## src/rtl/div_scheduler_if.sv

```systemverilog
`default_nettype none
// ============================================================================
// Module   : div_scheduler_if
// Purpose  : Bundles the two requester channels and the response channel of
//            the shared divider scheduler.
// Ports    : req0_valid/req0_ready/req0_a/req0_b  - requester 0 channel
//            req1_valid/req1_ready/req1_a/req1_b  - requester 1 channel
//            rsp_valid/rsp_ready/rsp_id           - response handshake + owner
//            rsp_quotient/rsp_remainder           - A / B and A % B
//            rsp_div0                             - divide-by-zero flag, present
//                                                   only with DIV_SCHED_DIV0_EN
// Modports : master - requesters and result consumer
//            slave  - divider scheduler
// Revision : 1.0 - initial release
// ============================================================================
interface div_scheduler_if #(
  parameter int WIDTH = 4
);
  logic             req0_valid;
  logic             req0_ready;
  logic [WIDTH-1:0] req0_a;
  logic [WIDTH-1:0] req0_b;

  logic             req1_valid;
  logic             req1_ready;
  logic [WIDTH-1:0] req1_a;
  logic [WIDTH-1:0] req1_b;

  logic             rsp_valid;
  logic             rsp_ready;
  logic             rsp_id;
  logic [WIDTH-1:0] rsp_quotient;
  logic [WIDTH-1:0] rsp_remainder;
`ifdef DIV_SCHED_DIV0_EN
  logic             rsp_div0;
`endif

  modport master (
    output req0_valid, req0_a, req0_b,
    output req1_valid, req1_a, req1_b,
    output rsp_ready,
    input  req0_ready, req1_ready,
    input  rsp_valid, rsp_id, rsp_quotient, rsp_remainder
`ifdef DIV_SCHED_DIV0_EN
    , input rsp_div0
`endif
  );

  modport slave (
    input  req0_valid, req0_a, req0_b,
    input  req1_valid, req1_a, req1_b,
    input  rsp_ready,
    output req0_ready, req1_ready,
    output rsp_valid, rsp_id, rsp_quotient, rsp_remainder
`ifdef DIV_SCHED_DIV0_EN
    , output rsp_div0
`endif
  );
endinterface
`default_nettype wire

```

## src/rtl/div_scheduler.sv

```systemverilog
`default_nettype none
// ============================================================================
// Module   : div_scheduler
// Purpose  : Shares one iterative restoring shift-subtract unsigned divider
//            between two requesters with round-robin arbitration. One
//            quotient bit is produced per cycle, MSB first; the result is
//            returned tagged with the winning requester's ID.
// Ports    : clk    - clock, rising edge
//            rst    - synchronous active-high reset
//            bus    - div_scheduler_if.slave (request/response channels)
//            o_busy - high whenever the scheduler is not idle
// Options  : DIV_SCHED_DIV0_EN - adds bus.rsp_div0, set for a B==0 result
// Revision : 1.0 - initial release
// ============================================================================
module div_scheduler #(
  parameter int WIDTH = 4
) (
  input  wire logic      clk,
  input  wire logic      rst,
  div_scheduler_if.slave bus,
  output logic           o_busy
);

  localparam int c_CNT_W = $clog2(WIDTH);
  localparam int c_RW    = WIDTH + 1;

  localparam logic [1:0] c_IDLE = 2'd0;
  localparam logic [1:0] c_CALC = 2'd1;
  localparam logic [1:0] c_DONE = 2'd2;

  logic [1:0]         r_state;
  logic               r_last_grant;
  logic               r_id;
  logic [WIDTH-1:0]   r_b;
  // Holds the dividend while dividing; quotient bits shift in from the LSB
  // as dividend bits shift out of the MSB, so it ends holding the quotient.
  logic [WIDTH-1:0]   r_quo;
  logic [c_RW-1:0]    r_rem;
  logic [c_CNT_W-1:0] r_cnt;
`ifdef DIV_SCHED_DIV0_EN
  logic               r_div0;
`endif

  logic               w_idle;
  logic               w_grant0;
  logic               w_grant1;
  logic [WIDTH-1:0]   w_sel_a;
  logic [WIDTH-1:0]   w_sel_b;
  logic [c_RW:0]      w_trial;
  logic               w_qbit;
  logic [c_RW-1:0]    w_rem_next;

  // Arbitration: a lone requester wins; on a tie the port that did not win
  // last time wins. Nothing is granted outside IDLE or while in reset.
  always_comb begin
    w_idle   = (r_state == c_IDLE);
    w_grant0 = 1'b0;
    w_grant1 = 1'b0;
    if (w_idle && !rst) begin
      if (bus.req0_valid && (!bus.req1_valid || r_last_grant)) begin
        w_grant0 = 1'b1;
      end else if (bus.req1_valid) begin
        w_grant1 = 1'b1;
      end
    end
  end

  assign w_sel_a = w_grant1 ? bus.req1_a : bus.req0_a;
  assign w_sel_b = w_grant1 ? bus.req1_b : bus.req0_b;

  // One restoring step: shift the next dividend bit into the partial
  // remainder and subtract the divisor if it fits.
  always_comb begin
    w_trial    = {r_rem, r_quo[WIDTH-1]};
    w_qbit     = (w_trial >= {2'b00, r_b});
    w_rem_next = w_qbit ? c_RW'(w_trial - {2'b00, r_b}) : c_RW'(w_trial);
  end

  always_ff @(posedge clk) begin
    if (rst) begin
      r_state      <= c_IDLE;
      r_last_grant <= 1'b1;
      r_id         <= 1'b0;
      r_b          <= '0;
      r_quo        <= '0;
      r_rem        <= '0;
      r_cnt        <= '0;
`ifdef DIV_SCHED_DIV0_EN
      r_div0       <= 1'b0;
`endif
    end else begin
      case (r_state)
        c_IDLE: begin
          if (w_grant0 || w_grant1) begin
            r_id         <= w_grant1;
            r_last_grant <= w_grant1;
            r_b          <= w_sel_b;
            r_rem        <= '0;
            r_cnt        <= c_CNT_W'(WIDTH - 1);
            if (w_sel_b == '0) begin
              // Divide by zero skips the iterations and reports Q=0, R=0.
              r_quo   <= '0;
              r_state <= c_DONE;
`ifdef DIV_SCHED_DIV0_EN
              r_div0  <= 1'b1;
`endif
            end else begin
              r_quo   <= w_sel_a;
              r_state <= c_CALC;
`ifdef DIV_SCHED_DIV0_EN
              r_div0  <= 1'b0;
`endif
            end
          end
        end
        c_CALC: begin
          r_rem <= w_rem_next;
          r_quo <= {r_quo[WIDTH-2:0], w_qbit};
          if (r_cnt == '0) begin
            r_state <= c_DONE;
          end else begin
            r_cnt <= r_cnt - 1'b1;
          end
        end
        c_DONE: begin
          if (bus.rsp_ready) begin
            r_state <= c_IDLE;
          end
        end
        default: r_state <= c_IDLE;
      endcase
    end
  end

  assign bus.req0_ready    = w_grant0;
  assign bus.req1_ready    = w_grant1;
  assign bus.rsp_valid     = (r_state == c_DONE);
  assign bus.rsp_id        = r_id;
  assign bus.rsp_quotient  = r_quo;
  assign bus.rsp_remainder = r_rem[WIDTH-1:0];
`ifdef DIV_SCHED_DIV0_EN
  assign bus.rsp_div0      = r_div0;
`endif
  assign o_busy            = !w_idle;

endmodule
`default_nettype wire

```

## src/flat_wrapper.sv

```systemverilog
// flat-port wrapper written by rule: the top's interface ports become plain ports
module div_scheduler_flat 
#(
  parameter int WIDTH = 4
)
  (clk, rst, o_busy, bus_req0_valid, bus_req0_a, bus_req0_b, bus_req1_valid, bus_req1_a, bus_req1_b, bus_rsp_ready, bus_req0_ready, bus_req1_ready, bus_rsp_valid, bus_rsp_id, bus_rsp_quotient, bus_rsp_remainder);
  div_scheduler_if #(.WIDTH(WIDTH)) bus_i ();
  input  wire logic clk;
  input  wire logic rst;
  output logic o_busy;
  input wire logic [$bits(bus_i.req0_valid)-1:0] bus_req0_valid;
  input wire logic [$bits(bus_i.req0_a)-1:0] bus_req0_a;
  input wire logic [$bits(bus_i.req0_b)-1:0] bus_req0_b;
  input wire logic [$bits(bus_i.req1_valid)-1:0] bus_req1_valid;
  input wire logic [$bits(bus_i.req1_a)-1:0] bus_req1_a;
  input wire logic [$bits(bus_i.req1_b)-1:0] bus_req1_b;
  input wire logic [$bits(bus_i.rsp_ready)-1:0] bus_rsp_ready;
  output wire logic [$bits(bus_i.req0_ready)-1:0] bus_req0_ready;
  output wire logic [$bits(bus_i.req1_ready)-1:0] bus_req1_ready;
  output wire logic [$bits(bus_i.rsp_valid)-1:0] bus_rsp_valid;
  output wire logic [$bits(bus_i.rsp_id)-1:0] bus_rsp_id;
  output wire logic [$bits(bus_i.rsp_quotient)-1:0] bus_rsp_quotient;
  output wire logic [$bits(bus_i.rsp_remainder)-1:0] bus_rsp_remainder;
  assign bus_i.req0_valid = bus_req0_valid;
  assign bus_i.req0_a = bus_req0_a;
  assign bus_i.req0_b = bus_req0_b;
  assign bus_i.req1_valid = bus_req1_valid;
  assign bus_i.req1_a = bus_req1_a;
  assign bus_i.req1_b = bus_req1_b;
  assign bus_i.rsp_ready = bus_rsp_ready;
  assign bus_req0_ready = bus_i.req0_ready;
  assign bus_req1_ready = bus_i.req1_ready;
  assign bus_rsp_valid = bus_i.rsp_valid;
  assign bus_rsp_id = bus_i.rsp_id;
  assign bus_rsp_quotient = bus_i.rsp_quotient;
  assign bus_rsp_remainder = bus_i.rsp_remainder;
  div_scheduler #(.WIDTH(WIDTH)) u_core (.clk(clk), .rst(rst), .bus(bus_i), .o_busy(o_busy));
endmodule
```

## config.mk

```make
export PLATFORM = sky130hd
export DESIGN_NAME = div_scheduler_flat
export DESIGN_NICKNAME = d
export VERILOG_FILES = /design/src/rtl/div_scheduler_if.sv /design/src/rtl/div_scheduler.sv /design/src/flat_wrapper.sv
export SDC_FILE = /design/constraint.sdc
export NUM_CORES = 1
export LEC_CHECK = 0
export ABC_AREA = 1
export CORE_ASPECT_RATIO = 0.5
export CORE_MARGIN = 1
export CORE_UTILIZATION = 37
export DETAILED_ROUTE_END_ITERATION = 7
export GPL_ROUTABILITY_DRIVEN = 0
export HOLD_SLACK_MARGIN = 0.03
export MAX_ROUTING_LAYER = met4
export PLACE_DENSITY = 0.76
export SETUP_SLACK_MARGIN = 0.3
export SLEW_MARGIN = 25
export SYNTH_ARGS = -nofsm -noshare
export SYNTH_HDL_FRONTEND = slang
export SYNTH_SLANG_ARGS = --single-unit
```

## constraint.sdc

```tcl
create_clock -name clk -period 2.25 [get_ports clk]
set_clock_uncertainty 0.05 [all_clocks]
set_input_delay 0.45 -clock clk [delete_from_list [all_inputs] [get_ports clk]]
set_output_delay 0.45 -clock clk [all_outputs]
set_load 0.01 [all_outputs]
```

==> results by group <==
Logic synthesis
  – XOR/XNOR share of the synthesized area: 0.0212
  – Simple-Gate Fraction of Synth Area: 0.321
  – Synth top area share: 0.307
  – Post-synthesis compound-gate area fraction: 0.164
  – Post-Synthesis Cells: 174
  – Largest cells by area after synthesis: dfxtp_1, nand2_1, a21oi_1, inv_1, nand3_1
  – Area leader, netlist: dfxtp_1
  – Syn avg cell area: 7.13 um^2
  – Post-Syn Nets: 201
  – Mux cell area share after synthesis: 0
  – Synthesized flop and latch total: 19
  – Synth Area in Adders: 0.0666
  – Post-synthesis cell type count: 30
  – Main combinational cell family by area after synthesis: simple AND/OR/NAND/NOR gates
  – Post-synthesis sequential area ratio: 0.307
  – Mapped Area: 1240 um^2
  – Ys Warns: 0

Finish
  – Final Net Count: 241
  – Number of diodes: 0
  – Layout cells sized above 1: 0.202
  – Area delta synth->final: 37.0%
  – Non-filler cells, final: 253
  – Design area: 1700 um^2

Critical path
  – WS Path Type: flip-flop to output port
  – Data arrival, critical path: 1320 ps
  – Launching element type of the critical path: flip-flop
  – Worst-path fanout max: 4
  – CP endpoint kind: output port
  – Critical Path RT: 1750 ps
  – R2R setup slack: 450 ps

GRT
  – Gr usage total: 0.172
  – Total grt overflow: 0
  – First-pass GRT wire length: 4740 um
  – Pin count of the biggest net entering global routing: 18
  – Vias in the first global route: 1104
  – Antenna violations before repair: 0

Floorplan
  – CORE AREA: 3100 um^2
  – Rows: 14
  – Initial Util: 0.400
  – Die H: 42.9 um
  – Die area: 3600 um^2
  – Io pins: 34
  – DIE WIDTH: 83.9 um

Place
  – # placed instances: 247
  – Placed Area: 1620 um^2
  – Post-Place Worst Slack: -149 ps
  – HPWL after detailed placement: 2200 um
  – Buffers on Ports: 33

Detailed routing
  – Drt pass-1 iters: 4
  – Via density: 4.81
  – Iter 0 DRT Violations: 55
  – Wire per inst: 11.2 um
  – Total routed wirelength: 2850 um
  – Final ANT Viol Nets: 0
  – Vias: 1217
  – DRC Markers: 0

CTS
  – Reg clk slew, reported paths: 70 ps
  – Htree depth: 1
  – CTS tree: done
  – Clock insertion delay at the later pin of the skew report: 260 ps
  – Number of hold buffers added after cts: 0
  – Clk Tree Root Cell: clkbuf_8
  – CTS sink count: 19
  – CTS Buf Count: 3
  – Max Root-Sink Buffers: 2

Timing
  – Min setup slack post-route: 434 ps
  – Fin. max-slew vios: 0
  – Final worst-path cycle share: 0.807
  – Worst relative slew slack: 0.834
  – Final setup viols: 0
  – Min Tclk post-route: 1820 ps
  – RSZ-0062 raised after global routing: true
  – Fin. Hold Viols: 0
  – F_max: 551 MHz
  – Least-Margin Pin Slew: 248 ps
  – Hold_ws: 417 ps

Power and ir drop
  – Worst VDD drop: 0.304 mV
  – Tot Pwr: 0.00124 W
  – Gate power share: 0.466
  – Internal power: 0.000774 W
  – Leakage power: 0.749 nW
  – Clock power share: 0.196
  – Net load switching power: 0.000464 W
  – Cell Pwr Density: 728 nW/um^2
  – Sequential power share: 0.339
  – Switching Share: 0.375

Status
  – Status: complete, no violations

Min path
  – Hold crit path type: flip-flop to flip-flop

Flow run
  – MaxCap Viol Count: 0
## cells in the mapped netlist
library cell / instances
nand2_2: 8
buf_4: 5
o21ai_1: 1
xor2_1: 1
buf_6: 1
a21oi_1: 18
nor2_1: 5
nand3_1: 14
or2_1: 1
clkinv_4: 1
xnor2_1: 2
a21boi_0: 1
buf_2: 1
a31oi_1: 7
nand4_1: 5
clkbuf_1: 1
inv_1: 19
nand3_2: 2
o21ai_0: 8
nor2_4: 3
ha_1: 5
or2_4: 1
o21ai_2: 1
nand2_4: 1
a21oi_2: 1
dfxtp_1: 19
nor2_2: 2
fa_1: 1
inv_2: 3
nand2_1: 36
## cell families after synthesis
logic type / count (synthesis)
AOI/OAI and AO/OA: 37
xor gates and xnor gates: 3
adders and majority gates: 6
buffers and inverters: 31
DFF: 19
and+or+nand+nor: 78
## per-stage QoR
stage                      util  setup TNS (ps)
after floorplan               -               0
after global placement    0.523           -91.6
after detailed placement  0.523            -175
after CTS                 0.544               0
after global routing      0.548               0
final                     0.548               0
## worst paths after layout
path / startpoint / endpoint / cells after the start
hold / removal: u_core.r_cnt[0] / u_core.r_cnt[0] / 1
hold reg to reg: u_core.r_cnt[0] / u_core.r_cnt[0] / 1
setup / recovery: u_core.r_state[1] / o_busy / 3
setup reg to reg: u_core.bus.rsp_quotient[3] / u_core.bus.rsp_quotient[0] / 10
## worst max-delay path, stage by stage, from the launching register on
cell and delay, ps:
dfxtp_1 360, inv_2 70, nand2_4 80, clkdlybuf4s50_1 540
## area by class of cell
type	instances	area [um^2]
multi-input cells	124	723
repair buffers	43	408
clock buffers	4	45.0
flip-flops and latches	19	382
well taps	40	50.0
fillers	278	1400
inverters	23	91.3
## power groups by stage
stage	logic, W	registers, W	clock network (W)
global route	0.000645	0.000426	0.000262
floorplan	0.000394	0.000423	0
detailed placement	0.000560	0.000426	0
CTS	0.000572	0.000418	0.000248
global placement	0.000548	0.000425	0
finish	0.000576	0.000419	0.000242
## cell usage in the layout, fill, tap and decap left out, types with 2 or more instances in the layout
cell type and instances:
clkbuf_8 3, nand3_2 2, dfxtp_1 18, a21oi_1 18, clkdlybuf4s50_1 27, a31oi_1 7, ha_1 5, inv_1 19
nor2_1 4, nor2_4 3, nor2_2 3, nand4_1 5, o21ai_2 2, nand2_2 8, nand3_1 14, nand2_1 36
dlymetal6s2s_1 3, inv_2 3, xnor2_1 2, buf_4 10, o21ai_0 8
## repair_timing
action	in CTS	in global routing
hold endpoints to repair	0	0
setup buffers	2	0
pin swaps	2	4
resized for setup	11	6
setup endpoints to repair	4	10
## sequential cells by signal, summed over array words and instances, names as in the netlist
signal	flops
u_core.r_last_grant	1
u_core.bus.rsp_id	1
u_core.bus.rsp_quotient	4
u_core.r_rem	5
u_core.r_cnt	2
u_core.r_b	4
u_core.r_state	2
## metal layers
layer	wire length, um	share of wire	GRT usage
met1	1410	0.49	0.201
met2	1350	0.47	0.295
met3	71	0.025	0.0486
met4	14	0.0049	0.0448
met5	0	0	-
Power figures use the tool's default switching activity.
==> variant (same flow settings) <==
`WIDTH` is set to 4 in 3 places; all go to 8.
--- a/src/rtl/div_scheduler_if.sv
+++ b/src/rtl/div_scheduler_if.sv
@@ -14,7 +14,7 @@
 // Revision : 1.0 - initial release
 // ============================================================================
 interface div_scheduler_if #(
-  parameter int WIDTH = 4
+  parameter int WIDTH = 8
 );
   logic             req0_valid;
   logic             req0_ready;
--- a/src/rtl/div_scheduler.sv
+++ b/src/rtl/div_scheduler.sv
@@ -13,7 +13,7 @@
 // Revision : 1.0 - initial release
 // ============================================================================
 module div_scheduler #(
-  parameter int WIDTH = 4
+  parameter int WIDTH = 8
 ) (
   input  wire logic      clk,
   input  wire logic      rst,
--- a/src/flat_wrapper.sv
+++ b/src/flat_wrapper.sv
@@ -1,7 +1,7 @@
 // flat-port wrapper written by rule: the top's interface ports become plain ports
 module div_scheduler_flat 
 #(
-  parameter int WIDTH = 4
+  parameter int WIDTH = 8
 )
   (clk, rst, o_busy, bus_req0_valid, bus_req0_a, bus_req0_b, bus_req1_valid, bus_req1_a, bus_req1_b, bus_rsp_ready, bus_req0_ready, bus_req1_ready, bus_rsp_valid, bus_rsp_id, bus_rsp_quotient, bus_rsp_remainder);
   div_scheduler_if #(.WIDTH(WIDTH)) bus_i ();
Ports: changed (6 resized); port bits go from 34 to 58. No check against the original RTL was run, so the function may have changed too.
==> variant against the original RTL <==
- sequential share of layout area decreased by 3.2 points
- total power increased by 140%
- non-clock buffer count increased by 44
- clock power increased to 2.8 times the old value
- cell area increased by 97%
- routed wire length increased by 100%
- synthesized area increased by 88%
- sequential cell count increased by 13
- setup slack got worse by 63 ps
==> variant: results (changes against the original RTL) <==
number of flip-flops in the largest register=9 (+4); antenna violations before repair=0 (unchanged); share of flip-flops with an asynchronous set or reset after synthesis=0% (unchanged); first-pass iteration count of the detailed router=4 (unchanged); maximum root-to-sink buffer count=2 (unchanged); insertion delay to the later sink of the worst-skew pair=280 ps (+20 ps); Clk pin slew, worst setup/hold paths=50 ps (-20 ps); transition time of the tightest slew-check pin=475.6 ps (+227.1 ps); complex-gate fraction of the synthesized area=19.33% (+2.9 points); highest ir drop seen on vdd=0.3406 mV (+12%); R2R Path End=u_core.bus.rsp_quotient[0]; class of the tightest hold or removal check=flop to flop; cells taking the most area after synthesis=sky130_fd_sc_hd__dfxtp_1, sky130_fd_sc_hd__nand2_1, sky130_fd_sc_hd__inv_1, sky130_fd_sc_hd__a21oi_1, sky130_fd_sc_hd__ha_1; First DRT Iteration DRCs=121 (+120%); area post-placement=3044 um^2 (+88%); crit path DAT=1380 ps (+60 ps); commonest cells in the netlist=sky130_fd_sc_hd__nand2_1, sky130_fd_sc_hd__inv_1, sky130_fd_sc_hd__a21oi_1, sky130_fd_sc_hd__dfxtp_1, sky130_fd_sc_hd__nand3_1; dominant delay contributor by cell family on the critical path=buffers and inverters; fraction of synthesized cell area in xor and xnor cells=1.880% (-0.24 points); largest driver fanout on the critical path=4 (unchanged); Gate Count Post-Synth=329 (+89%); post-route worst setup slack=370.3 ps (-63.35 ps); wire length of the first global-routing pass=9466 um (+100%); WL per Instance=11.80 um (+5.0%); hold_sp=u_core.r_rem[8]; Placed Instances=473 (+91%); post-synthesis adder-cell area fraction=6.230% (-0.43 points); outcome=finished clean; part of the Yosys area used for sequential elements=27.50% (-3.2 points); vias in the first global route=2,160 (+96%); share of final-layout standard cells stronger than drive strength 1=22.60% (+2.4 points); global-route usage over all layers=18.81% (+1.6 points); reg2reg setup slack=370 ps (-80 ps); Min Hold Slack=411.5 ps (-5.211 ps); endpoint of the most critical setup path=o_busy; multiplexer share of the synthesized area=0% (unchanged); count of different cell masters after synthesis=35 (+17%); worst slack, placed=-153.7 ps (-4.876 ps); R2R Path Start=u_core.r_rem[3]; count of nets after finishing=454 (+88%); fillcell total=540 (+94%); leakage power total=1.497 nW (+100%); depth of the worst register-to-register path=9 (-1); Root Driver=sky130_fd_sc_hd__clkbuf_16; number of nets in the synthesized netlist=377 (+88%); Worst Setup SP=u_core.r_state[0]; vias per cell=4.703 (-2.2%); input/output buffers=57 (+73%); Detailed Place HPWL=4128 um (+88%); pin count of the biggest net entering global routing=22 (+4); routed vias=2,309 (+90%); CTS H-Tree Depth=2 (+1); number of CTS-inserted buffers=5 (+2); critical path's largest stage delay=550 ps; Hold Path Cell Cnt=2 (+1); register with the most flip-flops=u_core.r_rem; sink of the worst hold path=u_core.r_rem[8]; antenna diode count=0 (unchanged)
[variant: cell count changes in the layout (fill, tap and decap cells not counted), moves of 5 or more]
cell,change
sky130_fd_sc_hd__a21oi_1,+12
sky130_fd_sc_hd__a21oi_2,+11
sky130_fd_sc_hd__a22o_1,+7
sky130_fd_sc_hd__buf_4,+18
sky130_fd_sc_hd__clkbuf_16,+5
sky130_fd_sc_hd__clkdlybuf4s50_1,+25
sky130_fd_sc_hd__dfxtp_1,+11
sky130_fd_sc_hd__inv_1,+25
sky130_fd_sc_hd__nand2_1,+41
sky130_fd_sc_hd__nand2_2,+5
sky130_fd_sc_hd__nand3b_1,+10
[variant: routing by layer]
layer  track usage, %  routed length, um
met2            31.69               2802
met5                -                  0
met4            7.050                 71
met1            22.14               2633
met3            4.393                289
[variant: cell families after synthesis]
kind of cell	after synthesis
flip-flops	32
AO/OA/AOI/OAI	72
adder cells (fa/ha/maj)	11
buffers and inverters	68
AND/OR/NAND/NOR	141
XOR/XNOR	5
[variant: cell type report]
| class | count | area (um^2) | area share [%] |
|---|---|---|---|
| clock buffer | 8 | 146.4 | 4.367 |
| inverter | 50 | 216.5 | 6.458 |
| multi-input combinational | 230 | 1431 | 42.70 |
| sequential | 32 | 644.4 | 19.22 |
| tap | 84 | 105.1 | 3.136 |
| timing repair buffer | 87 | 808.3 | 24.11 |
[variant: timing repair]
action	4_1_cts	5_1_grt
resized for setup	20	13
pin swaps	8	8
cloned	1	0
setup buffers	7	2
setup endpoints to repair	22	10
[variant: power breakdown]
part	internal [mW]	leakage [nW]	total, mW	switching (mW)
sequential	0.653	0.264	0.722	0.0692
combinational	0.731	1.16	1.59	0.854
clock	0.441	0.0712	0.681	0.240
total	1.82	1.50	2.99	1.16
